==> config.mk <==
export PLATFORM = sky130hd
export DESIGN_NAME = tc_pl_cap_pack
export DESIGN_NICKNAME = d
export VERILOG_FILES = /design/src/rtl/tc_pl_cap_pkg.sv /design/src/rtl/tc_pl_cap_fifo.sv /design/src/rtl/tc_pl_cap_pack.sv
export SDC_FILE = /design/constraint.sdc
export NUM_CORES = 2
export LEC_CHECK = 0
export BUFFER_PORTS_ARGS = -buffer_cell sky130_fd_sc_hd__buf_2
export CAP_MARGIN = 30
export CORE_UTILIZATION = 45
export CTS_BUF_LIST = sky130_fd_sc_hd__clkbuf_8 sky130_fd_sc_hd__clkbuf_16
export DETAILED_ROUTE_END_ITERATION = 12
export GPL_ROUTABILITY_DRIVEN = 0
export GPL_TIMING_DRIVEN = 0
export MAX_ROUTING_LAYER = met4
export SLEW_MARGIN = 10
export SYNTH_ARGS = -nofsm -noshare
export SYNTH_HDL_FRONTEND = slang
export SYNTH_HIERARCHICAL = 1
export SYNTH_SLANG_ARGS = --single-unit
==> constraint.sdc <==
create_clock -name clk125 -period 17 [get_ports clk125]
set_clock_uncertainty 0.15 [all_clocks]
set_input_delay 2.55 -clock clk125 [delete_from_list [all_inputs] [get_ports clk125]]
set_output_delay 2.55 -clock clk125 [all_outputs]
set_load 0.01 [all_outputs]
==> src/rtl/tc_pl_cap_pkg.sv <==
// tc_pl_cap_pkg: FSM state types, CRC32 constants and the 64-bit CRC32 step
// shared by the capture-to-memory mover.
package tc_pl_cap_pkg;
    typedef enum logic [2:0] {IDLE, ARM, RECV, FLUSH, DONE} cap_state_t;
    typedef enum logic [1:0] {W_IDLE, W_ADDR, W_DATA} wr_state_t;
    localparam logic [31:0] CRC_POLY = 32'h04C1_1DB7;
    localparam logic [31:0] CRC_INIT = 32'hFFFF_FFFF;
    // Reflected CRC32 over one word, bit 0 first (little-endian byte order).
    function automatic logic [31:0] crc32_64(input logic [31:0] crc, input logic [63:0] d);
        logic [31:0] c, p;
        c = crc;
        for (int i = 0; i < 32; i++) p[i] = CRC_POLY[31-i];
        for (int i = 0; i < 64; i++) c = (c >> 1) ^ ((c[0] ^ d[i]) ? p : 32'h0);
        return c;
    endfunction
endpackage

==> src/rtl/tc_pl_cap_fifo.sv <==
// tc_pl_cap_fifo: synchronous show-ahead FIFO with occupancy count.
module tc_pl_cap_fifo #(
    parameter int FIFO_DEPTH = 32,
    parameter int W = 64
) (
    input  logic                        clk125,
    input  logic                        rst,
    input  logic                        push,
    input  logic [W-1:0]                din,
    input  logic                        pop,
    output logic [W-1:0]                dout,
    output logic [$clog2(FIFO_DEPTH):0] count,
    output logic                        full,
    output logic                        empty
);
    localparam int AW = $clog2(FIFO_DEPTH);
    localparam int CW = AW + 1;
    logic [W-1:0] mem [FIFO_DEPTH];
    logic [AW-1:0] wp, rp;
    logic do_push, do_pop;
    assign full = count == CW'(FIFO_DEPTH);
    assign empty = count == '0;
    assign do_push = push && !full;
    assign do_pop = pop && !empty;
    assign dout = mem[rp];
    always_ff @(posedge clk125)
        if (do_push) mem[wp] <= din;
    always_ff @(posedge clk125 or posedge rst) begin
        if (rst) begin
            wp <= '0;
            rp <= '0;
            count <= '0;
        end else begin
            if (do_push) wp <= wp + 1'b1;
            if (do_pop) rp <= rp + 1'b1;
            count <= count + CW'(do_push) - CW'(do_pop);
        end
    end
endmodule

==> src/rtl/tc_pl_cap_pack.sv <==
// tc_pl_cap_pack: walks a channel mask, captures merged samples per channel and bursts
// them as 64-bit words to the ACP port; TC_CAP_CRC_EN adds a CRC32 of all written words.
module tc_pl_cap_pack
    import tc_pl_cap_pkg::*;
#(
    parameter int DATA_W = 56,
    parameter int NCH = 4,
    parameter int PTS_W = 14,
    parameter int BURST = 16,
    parameter int FIFO_DEPTH = 32
) (
    input  logic              clk125,
    input  logic              rst,
    input  logic              data_en,
    output logic              data_cmpt,
    output logic              cap_busy,
    output logic              cap_err,
    input  logic [PTS_W-1:0]  cap_points,
    input  logic [NCH-1:0]    cap_ch_mask,
    input  logic [31:0]       cap_addr,
    output logic [31:0]       cap_crc32,
    output logic              Gc_cap_trig,
    input  logic              Gc_capr_rdy,
    input  logic [DATA_W-1:0] Gc_merge_data,
    input  logic              Gc_mereg_datv,
    output logic              Gc_mereg_datr,
    output logic              acp0_tx_en,
    input  logic              acp0_tx_rdy,
    output logic [31:0]       acp0_tx_awaddr,
    output logic [2:0]        acp0_tx_awid,
    output logic [7:0]        acp0_tx_awlen,
    output logic [63:0]       acp0_tx_wdata,
    input  logic              acp0_tx_wdreq
);
    localparam int CW = $clog2(FIFO_DEPTH) + 1;
    cap_state_t state, state_nxt;
    wr_state_t wstate, wstate_nxt;
    logic [PTS_W-1:0] points, idx;
    logic [NCH-1:0] pend, src, pend_nxt;
    logic [2:0] ch, low_ch;
    logic [31:0] addr;
    logic [7:0] beat;
    logic [CW-1:0] count;
    logic [63:0] word, head;
    logic full, empty, rej, start_ok, start_bad, accept, last_smp, pop, flush_done, next_ch, burst_go;
    assign start_ok = state == IDLE && data_en && cap_points != '0 && cap_ch_mask != '0;
    assign start_bad = state == IDLE && data_en && (cap_points == '0 || cap_ch_mask == '0);
    assign Gc_mereg_datr = state == RECV && !full;
    assign accept = Gc_mereg_datv && Gc_mereg_datr;
    assign last_smp = accept && idx == points - 1'b1;
    // Index bits fall off the top naturally when DATA_W leaves no room.
    assign word = 64'(Gc_merge_data) | (64'(idx) << DATA_W);
    assign pop = wstate == W_DATA && acp0_tx_wdreq && !empty;
    assign flush_done = state == FLUSH && empty && wstate == W_IDLE;
    assign next_ch = flush_done && pend != '0;
    assign burst_go = wstate == W_IDLE && (int'(count) >= BURST || (state == FLUSH && count != '0));
    assign src = state == IDLE ? cap_ch_mask : pend;
    assign pend_nxt = src & (src - 1'b1);
    always_comb begin
        low_ch = '0;
        for (int i = NCH - 1; i >= 0; i--) if (src[i]) low_ch = 3'(i);
    end
    assign cap_busy = state != IDLE;
    assign data_cmpt = state == DONE || rej;
    assign acp0_tx_en = wstate == W_ADDR;
    assign acp0_tx_awaddr = addr;
    assign acp0_tx_awid = ch;

    tc_pl_cap_fifo #(.FIFO_DEPTH(FIFO_DEPTH), .W(64)) u_fifo (
        .clk125(clk125), .rst(rst), .push(accept), .din(word), .pop(pop),
        .dout(head), .count(count), .full(full), .empty(empty)
    );

    always_ff @(posedge clk125 or posedge rst) begin
        if (rst) begin
            state <= IDLE;
            wstate <= W_IDLE;
        end else begin
            state <= state_nxt;
            wstate <= wstate_nxt;
        end
    end
    always_comb begin
        state_nxt = state;
        case (state)
            IDLE:    state_nxt = start_ok ? ARM : IDLE;
            ARM:     state_nxt = Gc_capr_rdy ? RECV : ARM;
            RECV:    state_nxt = last_smp ? FLUSH : RECV;
            FLUSH:   state_nxt = flush_done ? (next_ch ? ARM : DONE) : FLUSH;
            DONE:    state_nxt = IDLE;
            default: state_nxt = IDLE;
        endcase
    end
    always_comb begin
        wstate_nxt = wstate;
        case (wstate)
            W_IDLE:  wstate_nxt = burst_go ? W_ADDR : W_IDLE;
            W_ADDR:  wstate_nxt = acp0_tx_rdy ? W_DATA : W_ADDR;
            W_DATA:  wstate_nxt = (pop && beat == acp0_tx_awlen) ? W_IDLE : W_DATA;
            default: wstate_nxt = W_IDLE;
        endcase
    end
    always_ff @(posedge clk125 or posedge rst) begin
        if (rst) begin
            points <= '0;
            idx <= '0;
            pend <= '0;
            ch <= '0;
            addr <= '0;
            beat <= '0;
            rej <= 1'b0;
            cap_err <= 1'b0;
            Gc_cap_trig <= 1'b0;
            acp0_tx_awlen <= '0;
            acp0_tx_wdata <= '0;
        end else begin
            Gc_cap_trig <= state == ARM && Gc_capr_rdy;
            rej <= start_bad;
            if (start_bad) cap_err <= 1'b1;
            if (start_ok) begin
                cap_err <= 1'b0;
                points <= cap_points;
                addr <= cap_addr & 32'hFFFF_FFF8;
            end
            if (start_ok || next_ch) begin
                ch <= low_ch;
                pend <= pend_nxt;
                idx <= '0;
            end
            if (accept) idx <= idx + 1'b1;
            if (burst_go) begin
                acp0_tx_awlen <= 8'((int'(count) < BURST ? int'(count) : BURST) - 1);
                beat <= '0;
            end
            if (pop) begin
                beat <= beat + 1'b1;
                addr <= addr + 32'd8;
                acp0_tx_wdata <= head;
            end
        end
    end

`ifdef TC_CAP_CRC_EN
    logic [31:0] crc, crc_out;
    always_ff @(posedge clk125 or posedge rst) begin
        if (rst) begin
            crc <= CRC_INIT;
            crc_out <= '0;
        end else begin
            if (start_ok) begin
                crc <= CRC_INIT;
                crc_out <= '0;
            end else if (pop) crc <= crc32_64(crc, head);
            if (flush_done && !next_ch) crc_out <= ~crc;
        end
    end
    assign cap_crc32 = crc_out;
`else
    assign cap_crc32 = '0;
`endif
endmodule

# Yosys cells after proc, flatten, opt, wreduce, memory -nomap -nowiden
# Memories as Yosys holds them, arrays and structs flattened. A register that Yosys moved wholly into a read port is not among the register bits.
# Cells that the tools add are included.
# word_totals
ram_bits	2048
mem_bits_ro	0
n_memories	1
inputBits	113
ff_bits	107
latchBits	0
# memory_table
memory	depth	width	rd	rd_clocked_by_memory_dff	wr	line_no	text
u_fifo.mem	32	64	1	1	1	tc_pl_cap_fifo.sv:18	logic [W-1:0] mem [FIFO_DEPTH];
# classes
order_cmp	2
n_div	0
reduce_logical	38
shift	0
n_mux	26
eq_ne	9
bitwise	2
n_addsub	10
mul	0
# op_table
operator	n
$mux 32	2
$or 56x64->64	1
$add 32x4->32 const B	1
$mux 14	2
$logic_and 1x1->1	18
$mux 8	2
$add 14x1->14 const B	1
$eq 14x14->1	1
$logic_not 14->1	1
$reduce_bool 14->1	1
$sub 14x1->14 const B	1
$mux 2	6
$pmux 3 s4	1
$add 5x1->5 const B	2
$mux 3	3
$add 8x1->8 const B	1
$eq 8x8->1	1
$reduce_bool 2->1	4
$reduce_bool 4->1	2
$mux 1	7
$sub 6x1->7 const B	1
$add 6x1->6	1
$eq 3x2->1 const B	2
$eq 6x6->1 const B	1
20 further kinds	24

# Logic depth before layout (Yosys ltp)
# logic_depth
depth_word	7
depth_mapped	18

# By module
# Netlist, hierarchy kept.
# modules_own_cells
module	area_each_um2	cells_each	n_inst
tc_pl_cap_fifo	78978.2	3600	1
tc_pl_cap_pack	7593.5	841	1

# Worst setup path after synthesis
# Ideal clock, no wire load.
# synth_path
path_kind	input to register
startpoint	input Gc_mereg_datv
endpoint	memory u_fifo.mem[15][0] (enable)
t_required_ps	16363
n_path_buf	1
path_stages	6
setup_ps	487
arrival_time_ps	6133
slack_ps	10230
path_cell_list	nand2_1 -> clkinv_1 -> nor2b_1 -> clkbuf_1 -> nand2_1 -> nor2_1
# synth_between
elab_chain_cells	4
# synth_rtl
item	line_no	text
start, declared	tc_pl_cap_pack.sv:25	input logic Gc_mereg_datv,
$logic_and 1x1->1	tc_pl_cap_pack.sv:49	assign accept = Gc_mereg_datv && Gc_mereg_datr;
net accept	tc_pl_cap_pack.sv:45	logic full, empty, rej, start_ok, start_bad, accept, last_smp, pop, flush_done, next_ch, burst_go;
$logic_and 1x1->1	tc_pl_cap_fifo.sv:23	assign do_push = push && !full;
$mux 1	tc_pl_cap_fifo.sv:27	if (do_push) mem[wp] <= din;
$mux 1 (not written as such)	tc_pl_cap_fifo.sv:27	
end, declared	tc_pl_cap_fifo.sv:18	
# The timed path passes the listed nets, and every way through them passes these cells.

# Worst setup path in the final report
# layout_path
startpoint	input acp0_tx_wdreq
endpoint	register u_fifo.count[4]
# layout_between
elab_chain_cells	4
# layout_rtl
item	line_no	text
start, declared	tc_pl_cap_pack.sv:33	input logic acp0_tx_wdreq
$logic_and 1x1->1 (2 in a row)	tc_pl_cap_pack.sv:53	assign pop = wstate == W_DATA && acp0_tx_wdreq && !empty;
net pop	tc_pl_cap_pack.sv:45	
$logic_and 1x1->1	tc_pl_cap_fifo.sv:24	assign do_pop = pop && !empty;
net u_fifo.do_pop	tc_pl_cap_fifo.sv:20	logic do_push, do_pop;
$sub 6x1->6	tc_pl_cap_fifo.sv:36	count <= count + CW'(do_push) - CW'(do_pop);
end signal, assigned	tc_pl_cap_fifo.sv:36	
end, declared	tc_pl_cap_fifo.sv:12	output logic [$clog2(FIFO_DEPTH):0] count,
# The timed path passes the listed nets, and every way through them passes these cells.
# A chain may end at the register's enable or synchronous reset.

==> flow_summary.json <==
{
  "outcome": "finished, final reports clean",
  "maxSlewViolCount": 0,
  "worstMarginPinSlew_ps": 1023,
  "fin_setup_tns_ps": 0,
  "grt_overflow_total": 0,
  "cts_hold_buf": 0,
  "cts_resized": 0,
  "p_int_mw": 10.93,
  "path_cells": "buf_2 > or3b_1 > inv_2 > clkbuf_1 > clkbuf_2 > nor2b_1 > clkbuf_1 > ha_1 > inv_1 > ha_1 > inv_1 > fa_1 > inv_1 > a21oi_1 > o21ai_0 > xor2_1",
  "ys_seq_area_share_pct": 75.81,
  "peakVddDrop_uv": 117.2,
  "synth_cell_types": 79,
  "synth_common_cells": "2048 x edfxtp_1, 380 x mux4_2, 345 x nand2_1",
  "ys_warn_count": 6,
  "top_layer": "met4",
  "async_reset_ff_share_pct": 7.456,
  "clock-sinks": 2213,
  "setup_slack_ps": 10900,
  "ys_ff_latch": 2213,
  "end_kind": "flip-flop",
  "die_w_um": 440.6,
  "antenna_found_initial": 4,
  "drc": 0,
  "h-tree-depth": 4,
  "drive_gt1_share_pct": 25.63,
  "core_um2": 190600,
  "yosysMostFrequentCell": "edfxtp_1",
  "setup_violations": 0,
  "synth_area_leaders": "edfxtp_1 71%, mux4_2 9.9%, dfrtp_1 4.8%",
  "grt_max_degree": 83,
  "synth-edff-count": 2048,
  "power_mw": 16.01,
  "max_stage_delay_ps": 720,
  "wl_met2_um": 116600,
  "synth_top_cell_area_share_pct": 71.04,
  "drtPass1Iterations": 5,
  "p_leak_nw": 34.82,
  "num_io_pins": 258,
  "postRouteAntennaNets": 0,
  "nNetsFinal": 5188,
  "io_buffers": 218,
  "required_ps": 17630,
  "cts_tree": "done",
  "rsz0062_at_grt": "no",
  "crit_slowest_cell": "clkbuf_2",
  "clk_pin_slew_ps": 60,
  "crit_fanout": 10,
  "drt_wl_total_um": 237600,
  "cp-start-kind": "input pin",
  "p_per_area_nw_per_um2": 158.2,
  "max_cap_violations": 0,
  "p_seq_share_pct": 41.4,
  "crit_path_frequent_cell": "inv_1",
  "hold_viol_final": 0,
  "reg2reg_depth": 18,
  "cts_root_buffer": "clkbuf_16",
  "crit_arrival_ps": 6730,
  "p_clk_share_pct": 29.3,
  "max_freq_ghz": 0.1640,
  "switchingPower_mw": 5.084,
  "cts_setup_buffers": 0,
  "period_needed_ps": 6099,
  "die_h_um": 440.6,
  "clock_path_buffers": 3,
  "wirelength_met1_um": 96120,
  "dpl_worst_slack_ps": 10080,
  "utilization_pct": 53.09,
  "clk_latency_ps": 870,
  "reg2reg_slack_ps": 11720,
  "hpwl_um": 164900,
  "vias": 46050,
  "pwr-share-comb_pct": 29.3,
  "finalCritPeriodShare_pct": 35.88,
  "first_global_vias": 45580,
  "cts_made_buffers": 219,
  "yosys_most_used_dff": "edfxtp_1",
  "syn_inst": 4441,
  "num_rows": 160,
  "relSlewSlack_pct": 30.83,
  "hold_path.class": "reg2reg",
  "wl_per_cell_um": 30.60,
  "grt_usage_pct": 25.32,
  "p_sw_share_pct": 31.76,
  "fp.dieArea_um2": 194100,
  "synth_top_cell_by_area": "edfxtp_1",
  "vias_per_cell": 5.932,
  "hold_depth": 2,
  "grt_pass1_wl_um": 336300,
  "start_util_pct": 45.42,
  "syn_area_um2": 86570,
  "critical_path_class": "in2reg",
  "drtIter0Drc": 4951,
  "avgSynthCellArea_um2": 19.49,
  "met3_length_um": 16570,
  "syn_to_final_growth_pct": 16.87
}
[placed cells by master, fill, tap and decap left out, drive strengths merged, types with 10 or more instances in the layout]
| cell | count |
|---|---|
| nand4 | 18 |
| a221oi | 67 |
| a211o | 22 |
| mux2i | 287 |
| dfrtp | 165 |
| buf | 515 |
| o22a | 16 |
| bufinv | 14 |
| or3 | 10 |
| ha | 19 |
| a22oi | 10 |
| nor3 | 21 |
| xor2 | 17 |
| a21oi | 118 |
| clkbuf | 352 |
| xnor2 | 16 |
| o22ai | 42 |
| o21ai | 59 |
| mux2 | 93 |
| nor2b | 10 |
| conb | 36 |
| mux4 | 380 |
| a2bb2oi | 20 |
| inv | 101 |
| o221ai | 64 |
| edfxtp | 2048 |
| nor2 | 89 |
| nor4 | 14 |
| nand3 | 35 |
| a211oi | 16 |
| o31ai | 10 |
| clkinv | 102 |
| nand2 | 345 |
[metrics by stage]
| step | hold slack (ps) | instances | instance area [µm²] |
|---|---|---|---|
| floorplan | 322.5 | 4476 | 86700 |
| global route | 340.8 | 7761 | 101200 |
| CTS | 323.9 | 7758 | 101100 |
| finish | 320.1 | 7763 | 101200 |
| detailed placement | 308.8 | 7344 | 94140 |
| global placement | 306.6 | 7205 | 90940 |
[worst paths after layout]
kind / to / startpoint
hold reg to reg: acp0_tx_wdata[17]$_DFFE_PP0P_ / acp0_tx_wdata[17]$_DFFE_PP0P_
min in group asynchronous: acp0_tx_wdata[56]$_DFFE_PP0P_ / rst
max in group asynchronous: acp0_tx_wdata[21]$_DFFE_PP0P_ / rst
hold / removal: acp0_tx_wdata[17]$_DFFE_PP0P_ / acp0_tx_wdata[17]$_DFFE_PP0P_
setup reg to reg: u_fifo/count[4]$_DFF_PP0_ / u_fifo/count[2]$_DFF_PP0_
setup / recovery: u_fifo/count[4]$_DFF_PP0_ / acp0_tx_wdreq
[final cells by class]
type                            instances  area [µm²]
Fill cell                           14940       89410
Sequential cell                      2213       65630
Multi-Input combinational cell       1948       19690
Clock buffer                          231        5645
Timing Repair Buffer                  358        4055
Tap cell                             2511        3142
Buffer                                278        1505
Clock inverter                        183        1355
Inverter                               37       146.4
Antenna cell                            4       10.01
[cells by family after synthesis]
kind of cell	after synthesis	synth area share [%]
other	1	0.004332
buffers and inverters	315	1.882
DFF	2213	75.81
adders and majority gates	20	0.2977
muxes	760	14.42
AOI/OAI and AO/OA	495	4.066
and+or+nand+nor	604	3.191
xor gates and xnor gates	33	0.3339
[critical path, delay by kind of cell]
kind / cells / cell delay (ps)
simple gates: 2 / 580
fa+ha+maj: 3 / 910
buf+inv: 8 / 2250
compound gates: 2 / 270
xor+xnor: 1 / 160
[power groups by stage]
stage                     Combinational (mW)  Sequential (mW)  Clock, mW
after global placement                  4.41             6.83          0
after detailed placement                4.69             6.74          0
final                                   4.70             6.62       4.69
after CTS                               4.70             6.63       4.76
after floorplan                         2.78             6.75          0
after global routing                    4.94             6.65       4.97
[flip-flops by register name, summed over array words and instances (netlist names), 6 cells and up]
name,count
idx,14
beat,8
points,14
u_fifo/mem,2048
acp0_tx_awaddr,29
acp0_tx_wdata,64
u_fifo/count,6
acp0_tx_awlen,7
[per-layer routing]
metal / global-route usage (%) / vias up
met5: - / -
met4: 8.399 / 0
met3: 4.116 / 385
met2: 40.33 / 1840
met1: 33.33 / 24500
li1: - / 19320
No activity file was read; power rests on OpenSTA's default activity.
